### config.mk
export PLATFORM = sky130hd
export DESIGN_NAME = msf_time_encoder
export DESIGN_NICKNAME = d
export VERILOG_FILES = /design/src/rtl/msf_time_encoder.sv
export SDC_FILE = /design/constraint.sdc
export NUM_CORES = 1
export LEC_CHECK = 0
export ABC_AREA = 1
export CAP_MARGIN = 10
export CORE_ASPECT_RATIO = 1.5
export CORE_MARGIN = 10
export CORE_UTILIZATION = 31
export CTS_BUF_LIST = sky130_fd_sc_hd__clkbuf_4 sky130_fd_sc_hd__clkbuf_8
export CTS_CLUSTER_SIZE = 40
export DETAILED_ROUTE_END_ITERATION = 10
export GPL_TIMING_DRIVEN = 0
export PLACE_DENSITY = 0.57
export SYNTH_ARGS = -nofsm -noshare
export SYNTH_HDL_FRONTEND = slang
export SYNTH_SLANG_ARGS = --single-unit
### constraint.sdc
create_clock -name clk_i -period 2.8 [get_ports clk_i]
set_clock_uncertainty 0.2 [all_clocks]
set_input_delay 0.28 -clock clk_i [delete_from_list [all_inputs] [get_ports clk_i]]
set_output_delay 0.28 -clock clk_i [all_outputs]
set_load 0.02 [all_outputs]
### src/rtl/msf_time_encoder.sv
// msf_time_encoder
//
// Generates a 60-second MSF time-code frame from BCD time/date fields. The
// carrier keying pattern is stepped by an external 100 ms tick (ten slots per
// second). Once per second, at slot 5, the {B, A} bit pair for that second is
// reported in the format time_date_decoder consumes, so both blocks can be
// looped back for self-test.
//
// Ports
//   clk_i, rst_ni            system clock, asynchronous active-low reset
//   enable_i                 run when high; idle (carrier on, counters 0) when low
//   tick_i                   one-clock pulse every 100 ms, advances the slot
//   year_h_i .. minute_l_i   time/date fields for the minute starting at the
//                            next second 00 (latched on the tick entering it)
//   bst_i                    summer-time flag, sent as B58
//   carrier_o                1 = carrier on, 0 = carrier off (registered)
//   sec_o                    current second in the frame, 0-59
//   bits_valid_o             one-clock pulse per transmitted second
//   bits_is_second_00_o      qualifies bits_valid_o: second is 00
//   bits_data_o              {B, A} for the second just reported
//
// state | meaning
// IDLE  | carrier on, second/slot held at 0, waiting for an enabled tick
// RUN   | frame generation, advancing one slot per tick
module msf_time_encoder (
    input  logic       clk_i,
    input  logic       rst_ni,
    input  logic       enable_i,
    input  logic       tick_i,
    input  logic [3:0] year_h_i,
    input  logic [3:0] year_l_i,
    input  logic       month_h_i,
    input  logic [3:0] month_l_i,
    input  logic [1:0] day_h_i,
    input  logic [3:0] day_l_i,
    input  logic [2:0] dow_i,
    input  logic [1:0] hour_h_i,
    input  logic [3:0] hour_l_i,
    input  logic [2:0] minute_h_i,
    input  logic [3:0] minute_l_i,
    input  logic       bst_i,
    output logic       carrier_o,
    output logic [5:0] sec_o,
    output logic       bits_valid_o,
    output logic       bits_is_second_00_o,
    output logic [1:0] bits_data_o
);

    typedef enum logic {IDLE, RUN} state_t;

    state_t      state;
    logic [3:0]  slot;
    logic [5:0]  sec;
    // Frame register: A17..A51 packed MSB first, so A17 sits at bit 34.
    logic [34:0] frame;
    logic        frame_bst;

    logic [34:0] fields;
    logic [3:0]  slot_nxt;
    logic [5:0]  sec_nxt;
    logic        enter_frame;
    logic        a_nxt;
    logic        b_nxt;
    logic        key;

    assign fields = {year_h_i, year_l_i, month_h_i, month_l_i, day_h_i, day_l_i,
                     dow_i, hour_h_i, hour_l_i, minute_h_i, minute_l_i};

    function automatic logic a_of(input logic [5:0] s, input logic [34:0] f);
        logic [5:0] d;
        logic [7:0] tail;
        tail = 8'b0111_1110;   // A52..A59, A52 in the MSB
        d    = 6'd0;
        a_of = 1'b0;
        if (s >= 6'd17 && s <= 6'd51) begin
            d    = 6'd51 - s;
            a_of = f[d];
        end else if (s >= 6'd52 && s <= 6'd59) begin
            d    = 6'd59 - s;
            a_of = tail[d[2:0]];
        end
    endfunction

    // Odd parity: B is set when the covered A bits hold an even number of ones.
    function automatic logic b_of(input logic [5:0] s, input logic [34:0] f,
                                  input logic bst);
        case (s)
            6'd54:   b_of = ~^f[34:27];
            6'd55:   b_of = ~^f[26:16];
            6'd56:   b_of = ~^f[15:13];
            6'd57:   b_of = ~^f[12:0];
            6'd58:   b_of = bst;
            default: b_of = 1'b0;
        endcase
    endfunction

    always_comb begin
        slot_nxt    = 4'd0;
        sec_nxt     = 6'd0;
        enter_frame = 1'b1;
        if (state == RUN) begin
            if (slot == 4'd9) begin
                slot_nxt    = 4'd0;
                sec_nxt     = (sec == 6'd59) ? 6'd0 : sec + 6'd1;
                enter_frame = (sec == 6'd59);
            end else begin
                slot_nxt    = slot + 4'd1;
                sec_nxt     = sec;
                enter_frame = 1'b0;
            end
        end
        // Second 00 keying ignores A/B, so using the outgoing frame here is safe
        // even on the tick that latches the next one.
        a_nxt = a_of(sec_nxt, frame);
        b_nxt = b_of(sec_nxt, frame, frame_bst);
        if (sec_nxt == 6'd0) begin
            key = (slot_nxt >= 4'd5);
        end else begin
            key = !((slot_nxt == 4'd0) ||
                    (slot_nxt == 4'd1 && a_nxt) ||
                    (slot_nxt == 4'd2 && b_nxt));
        end
    end

    always_ff @(posedge clk_i or negedge rst_ni) begin
        if (!rst_ni) begin
            state               <= IDLE;
            slot                <= 4'd0;
            sec                 <= 6'd0;
            frame               <= 35'd0;
            frame_bst           <= 1'b0;
            carrier_o           <= 1'b1;
            bits_valid_o        <= 1'b0;
            bits_is_second_00_o <= 1'b0;
            bits_data_o         <= 2'b00;
        end else if (!enable_i) begin
            state        <= IDLE;
            slot         <= 4'd0;
            sec          <= 6'd0;
            carrier_o    <= 1'b1;
            bits_valid_o <= 1'b0;
        end else begin
            bits_valid_o <= 1'b0;
            if (tick_i) begin
                state     <= RUN;
                slot      <= slot_nxt;
                sec       <= sec_nxt;
                carrier_o <= key;
                if (enter_frame) begin
                    frame     <= fields;
                    frame_bst <= bst_i;
                end
                if (slot_nxt == 4'd5) begin
                    bits_valid_o        <= 1'b1;
                    bits_is_second_00_o <= (sec_nxt == 6'd0);
                    bits_data_o         <= (sec_nxt == 6'd0) ? 2'b00 : {b_nxt, a_nxt};
                end
            end
        end
    end

    assign sec_o = sec;

endmodule

==> impl_metrics.csv, run 1 <==
group,metric,value,unit
setup_path,cp.required,2.85,ns
setup_path,r2r_cells,19,
grt,grt_use_total,11.3,%
setup_path,cp-end-kind,"flop",
synth,syn-instance-count,402,
setup_path,crit_path_frequent_cell,"nand2_2",
placed_design,io_buffer_count,50,
setup_path,cp_slowest_cell,"dfrtp_1",
synth,yosysTopAreaCell,"dfrtp_1",
cells_and_area,drive_gt1_share,24.2,%
floorplan,dieArea,15400,um2
hold_path,hold_path.class,"primary input to asynchronous set/reset pin",
run_status,status,"complete, no violations",
routing,vias,2877,
routing,drc,0,
synth,synth-seq-area-share,39.1,%
timing,max_freq,377,MHz
timing,slew_viol_final,0,
job,maxCapViolations,0,
grt,grt.overflow.total,0,
power_and_ir_drop,peakVddDrop,0.226,mV
synth,synth_cell_types,31,
timing,slew_headroom,50.4,%
cells_and_area,layout.nets,521,
timing,setup_viol,0,
synth,synth-main-ff-cell,"dfrtp_1",
synth,netlist_area,3330,um2
timing,post-route-min-period,2.65,ns
synth,ys_seq_elements,52,
cells_and_area,final_util,41.8,%
cells_and_area,area_growth,32.2,%
routing,drt-pass1-iter-count,4,
clock_tree,cts-root-buf,"clkbuf_8",
clock_tree,clk_latency,0.31,ns
floorplan,rows,46,
routing,viasPerCell,4.65,
timing,fin_tns_setup,0,ns
setup_path,crit_path_start_kind,"flop",
floorplan,fp.coreArea,10500,um2
clock_tree,tritoncts.num_buffers,5,
grt,grt_pass1_vias,3095,
synth,yosysMostFrequentCell,"nand2_1",
clock_tree,path_clk_slew,0.10,ns
synth,postSynth.asyncResetShare,100,%
routing,wire_per_inst,14.0,um
clock_tree,ctsLongestPathBuffers,2,
clock_tree,cts.sinks,52,
synth,synth_common_cells,"nand2_1, dfrtp_1, nand3_1",
synth,avgSynthCellArea,8.29,um2
setup_path,cp_slowest_stage_delay,0.40,ns
routing,ant_nets,0,
grt,antenna_found_initial,0,
clock_tree,cts_htree_levels,2,
power_and_ir_drop,powerDensity,479,nW/um2
grt,grt_max_degree,31,
timing,whs,0.287,ns
timing,fin_crit_sh,94.6,%
clock_tree,cts_tree,"yes",
setup_path,reg2reg_from,"slot[1]$_DFFE_PN0P_",
cells_and_area,stdcell_count,619,
setup_path,critical_path_buf_inv_count,4,
setup_path,ff2ff_setup_slack,0.15,ns
synth,synth_top_area_share,38.3,%
cells_and_area,diodes,0,
setup_path,crit_type,"flop to flop",
setup_path,cp.arrival,2.70,ns
placed_design,dp_hpwl,6.85,mm
setup_path,crit_family,"simple AND/OR/NAND/NOR gates",
synth,synth_edf_count,0,
placed_design,gp_congestion,0.864,
routing,drtIter0Drc,130,
timing,setup_slack,0.150,ns
synth,synthTopCellsByArea,"dfrtp_1, nand2_1, mux2_2",
placed_design,dp_cells,597,
setup_path,crit_chain,"inv_2 -> ha_4 -> nand2_2 -> nor2_4 -> buf_6 -> nand2_4 -> xor2_2 -> nor2_2 -> inv_2 -> ha_4 -> inv_4 -> nor2_2 -> nand3_1 -> a21oi_2 -> nand3_2 -> nand2_2 -> nand2_2 -> nand3_2 -> a21oi_2",
routing,routed_wirelength,8.69,mm
synth,yosysWarnings,0,
timing,hold_viol,0,
timing,max_slew.worst_pin.slew,0.744,ns
floorplan,initial_core_util,31.6,%
setup_path,crit_fanout,4,
grt,grt_first_pass_wirelength,14.5,mm
floorplan,boundaryPins,51,
synth,synth_fp_nets,449,
placed_design,post-place-ws,-0.271,ns
setup_path,r2r-end,"carrier_o$_DFFE_PN1P_",
floorplan,die_h,147,um
cells_and_area,num-fill-cells,1073,
floorplan,fp.dieW,105,um
power_and_ir_drop,power.leakage,0.00200,uW
==> through the flow <==
| stage | power, uW | instance area [um2] |
|---|---|---|
| after floorplan | 1420 | 3330 |
| after global placement | 1580 | 4010 |
| after detailed placement | 1600 | 4030 |
| after CTS | 2140 | 4270 |
| after global routing | 2260 | 4410 |
| final | 2110 | 4410 |
==> routing by layer <==
metal / share of wire (%) / up-vias / global-route usage, %
met5: 0 / - / 0
met4: 2.3 / 0 / 4.48
met3: 4.0 / 11 / 2.54
met2: 55 / 44 / 21.8
met1: 38 / 1380 / 11.4
li1: - / 1442 / -
==> worst max-delay path by stage <==
stage	from	to	cells past startpoint
floorplan	sec_o[0]$_DFFE_PN0P_	carrier_o$_DFFE_PN1P_	18
global placement	rst_ni	frame[4]$_DFFE_PN0P_	1
detailed placement	slot[1]$_DFFE_PN0P_	carrier_o$_DFFE_PN1P_	19
CTS	sec_o[0]$_DFFE_PN0P_	carrier_o$_DFFE_PN1P_	18
global route	slot[1]$_DFFE_PN0P_	carrier_o$_DFFE_PN1P_	22
finish	slot[1]$_DFFE_PN0P_	carrier_o$_DFFE_PN1P_	19
==> logic make-up after synthesis <==
family	synth area share (%)
adder cells (fa/ha/maj)	2.63
flip-flops	39.1
AND/OR/NAND/NOR	27.7
AO/OA/AOI/OAI	4.88
XOR/XNOR	7.62
buffers and inverters	6.98
multiplexers	11.1
==> sequential cells by signal (all words and copies together) (netlist names) <==
name,count
frame,35
sec_o,6
slot,4
bits_data_o,2
bits_is_second_00_o,1
bits_valid_o,1
carrier_o,1
frame_bst,1
state,1
==> worst register-to-register path: cells and delay by family (launching register included) <==
family / cells / cell delay [ns]
XOR/XNOR: 1 / 0.17
buffers and inverters: 4 / 0.33
AND/OR/NAND/NOR: 10 / 0.87
adder cells (fa/ha/maj): 2 / 0.43
AO/OA/AOI/OAI: 2 / 0.21
flip-flops: 1 / 0.40
==> layout make-up <==
class                           count  area, um2  share of cell area, %
Tap cell                          144        180                   4.09
Buffer                             12       75.1                   1.70
Multi-Input combinational cell    296       1940                   44.0
Inverter                           42        165                   3.75
Timing Repair Buffer               65        634                   14.4
Clock buffer                        6       76.3                   1.73
Clock inverter                      2       35.0                  0.795
Sequential cell                    52       1300                   29.6
==> timing repair <==
item                                    CTS  global route
resized for setup                         9            37
hold buffers                              1             0
pin swaps                                 3            20
hold endpoints to repair                 22             0
buffers inserted                         10             3
endpoints found under the setup margin    2             2
==> where the power goes <==
| group | switching (uW) | internal [uW] | total (uW) |
|---|---|---|---|
| Clock | 249 | 275 | 524 |
| Combinational | 296 | 333 | 628 |
| Sequential | 98.7 | 857 | 956 |
| Total | 644 | 1460 | 2110 |
==> cell usage in the layout (no fill, tap or decap), drive strengths merged, types with 10 or more instances in the layout <==
master,count
buf,23
clkbuf,10
clkdlybuf4s50,49
dfrtp,51
inv,42
mux2,33
nand2,113
nand3,45
nor2,26
o21ai,16
xnor2,18
xor2,11
(Power assumes the default switching activity.)
==> run 2: changes to the inputs <==
--- a/config.mk
+++ b/config.mk
@@ -7,7 +7,7 @@
 export LEC_CHECK = 0
 export ABC_AREA = 1
 export CAP_MARGIN = 10
-export CORE_ASPECT_RATIO = 1.5
+export CORE_ASPECT_RATIO = 1.4
 export CORE_MARGIN = 10
 export CORE_UTILIZATION = 31
 export CTS_BUF_LIST = sky130_fd_sc_hd__clkbuf_4 sky130_fd_sc_hd__clkbuf_8
==> run 2 against run 1 <==
Compared with the run above: sequential power barely moved; total power rose by 1.4%; utilization rose by 1.6 points; clock power rose by 1%; critical path depth rose by 2; clock-buffer cell count fell by 1; global-route usage rose by 0.24 points; first-iteration DRC count rose by 58%; cell area rose by 3.2%; die area fell by 0.18%; hold slack got worse by 0.094 ns; final cell count did not move; critical path type unchanged; largest power group unchanged; highest routed layer unchanged.
==> impl_metrics.csv, run 2 (same netlist as run 1, synthesis figures left out) <==
group,metric,value,unit
run_status,status,"complete, no violations",
floorplan,rows,44,
power_and_ir_drop,power.leakage,0.00206,uW
cells_and_area,top_register,"frame",
grt,antenna_found_initial,0,
cells_and_area,final_common_cell,"nand2_1",
floorplan,die_h,143,um
timing,max_slew.worst_pin.slew,0.724,ns
cells_and_area,final_util,43.5,%
cells_and_area,stdcell_count,619,
clock_tree,cts_htree_levels,2,
clock_tree,tritoncts.num_buffers,5,
timing,post-route-min-period,2.73,ns
clock_tree,cts.sinks,52,
placed_design,dp_hpwl,6.75,mm
grt,grt_first_pass_wirelength,14.4,mm
clock_tree,ctsLongestPathBuffers,2,
floorplan,fp.dieW,108,um
timing,hold_viol,0,
timing,rsz0062_at_grt,"yes",
setup_path,cp-end-kind,"flop",
power_and_ir_drop,power.internal,1460,uW
cells_and_area,drive_gt1_share,26.6,%
timing,max_freq,367,MHz
cells_and_area,multi_input_comb_area,1990,um2
routing,drt-pass1-iter-count,4,
cells_and_area,area_growth,36.4,%
setup_path,cp.required,2.85,ns
placed_design,dp_cells,591,
cells_and_area,largest_reg_flops,35,
grt,grt.overflow.total,0,
clock_tree,cts_tree,"yes",
cells_and_area,diodes,0,
grt,grt_use_total,11.6,%
grt,grt_max_degree,40,
hold_path,hold_path.class,"primary input to asynchronous set/reset pin",
routing,viasPerCell,4.74,
routing,drtIter0Drc,205,
setup_path,cp_slowest_cell,"dfrtp_1",
routing,wire_per_inst,14.7,um
setup_path,crit_path_frequent_cell,"nand2_1",
job,maxCapViolations,0,
power_and_ir_drop,sequentialPowerShare,44.9,%
clock_tree,cts-root-buf,"clkbuf_8",
routing,vias,2933,
setup_path,crit_fanout,6,
setup_path,cp.arrival,2.78,ns
power_and_ir_drop,total_power,2140,uW
cells_and_area,regArea,1300,um2
cells_and_area,layout_common_cells,"nand2_1, dfrtp_1, clkdlybuf4s50_1, inv_1, mux2_2",
placed_design,gp_congestion,0.886,
routing,ant_nets,0,
routing,routed_wirelength,9.10,mm
power_and_ir_drop,peakVddDrop,0.248,mV
floorplan,boundaryPins,51,
floorplan,dieArea,15400,um2
placed_design,io_buffer_count,50,
cells_and_area,layout.nets,527,
power_and_ir_drop,switching_share,31.7,%
setup_path,crit_chain,"inv_2 -> ha_4 -> nand2_4 -> nor2_4 -> buf_12 -> buf_6 -> nand2_4 -> nand2_4 -> nand3_4 -> buf_8 -> nand2_1 -> nand2_1 -> nand2_1 -> nand3_1 -> nand3_1 -> nand3_2 -> nand3_2 -> nand2_2 -> nand2_1 -> nand3_2 -> a21oi_2",
power_and_ir_drop,clockPowerShare,24.9,%
setup_path,crit_path_start_kind,"flop",
clock_tree,clk_latency,0.32,ns
power_and_ir_drop,p_switching,677,uW
grt,grt_pass1_vias,3008,
timing,slew_headroom,51.7,%
timing,setup_viol,0,
setup_path,crit_type,"flop to flop",
routing,drc,0,
timing,fin_tns_setup,0,ns
floorplan,fp.coreArea,10500,um2
timing,slew_viol_final,0,
floorplan,initial_core_util,31.9,%
timing,fin_crit_sh,97.3,%
setup_path,cp_slowest_stage_delay,0.41,ns
power_and_ir_drop,combPwrFrac,30.3,%
clock_tree,path_clk_slew,0.10,ns
cells_and_area,num-fill-cells,1048,
power_and_ir_drop,powerDensity,470,nW/um2
[run 2: cell count changes in the layout (fill, tap and decap cells not counted), moves of 2 or more]
cell	change
buf_4	+5
buf_6	-4
buf_8	+2
clkbuf_16	+2
nand2_1	+3
nand2_2	-3
nand3_1	-6
nand3_2	+7
nor2_2	-2
nor2_4	+3
o21ai_0	-2
[run 2: metal layers]
layer  GRT usage (%)  routed length (um)
met3            2.48                 392
met1            12.5                3520
met2            21.2                5010
met5               0                   0
met4            4.51                 184
[run 2: path summary, 6_finish.rpt]
| check | start | endpoint | slack [ns] | depth (start not counted) |
|---|---|---|---|---|
| min | rst_ni | sec_o[2]$_DFFE_PN0P_ | 0.19 | 2 |
| max reg2reg | slot[1]$_DFFE_PN0P_ | carrier_o$_DFFE_PN1P_ | 0.07 | 21 |
| max | slot[1]$_DFFE_PN0P_ | carrier_o$_DFFE_PN1P_ | 0.07 | 21 |
| min in group clk_i | bits_data_o[0]$_DFFE_PN0P_ | bits_data_o[0]$_DFFE_PN0P_ | 0.29 | 2 |
| max in group asynchronous | rst_ni | carrier_o$_DFFE_PN1P_ | 1.61 | 3 |
| min reg2reg | bits_data_o[0]$_DFFE_PN0P_ | bits_data_o[0]$_DFFE_PN0P_ | 0.29 | 2 |
[run 2: timing repair]
item                                   in CTS  in global routing
gates cloned                                0                  3
pin swaps                                   4                 24
hold buffers                                1                  0
buffers inserted                            5                 12
gates resized for setup                    11                 49
setup endpoints to repair                   2                  3
endpoints found under the hold margin      20                  0
[run 2: critical path, delay by kind of cell, from the launching register on]
family          cells  cell delay [ns]
compound gates      1             0.13
fa+ha+maj           1             0.15
buf+inv             4             0.50
flops               1             0.41
simple gates       15             1.25
[run 2: layout make-up]
type	count	share of cell area, %
clock buffer	5	1.51
timing repair buffer	71	15.8
buffer	11	1.76
multi-input combinational	297	43.7
sequential	52	28.7
inverter	42	3.80
tap	138	3.80
clock inverter	3	0.936
[run 2: power by group through the flow]
| stage | registers (uW) | logic [uW] | clock network (uW) |
|---|---|---|---|
| final | 959 | 647 | 531 |
| after global routing | 974 | 725 | 577 |
| after CTS | 960 | 633 | 545 |
| after detailed placement | 976 | 628 | 0 |
| after global placement | 970 | 606 | 0 |
| after floorplan | 945 | 472 | 0 |
[run 2: metrics by stage]
step                      hold WS (ns)  setup WS (ns)  area, um2
after floorplan                 -0.216          0.143       3330
after global placement           0.272         -0.333       4010
after detailed placement       0.00503         -0.219       4020
after CTS                        0.205        0.00522       4240
after global routing             0.230        -0.0698       4550
final                            0.194         0.0748       4550
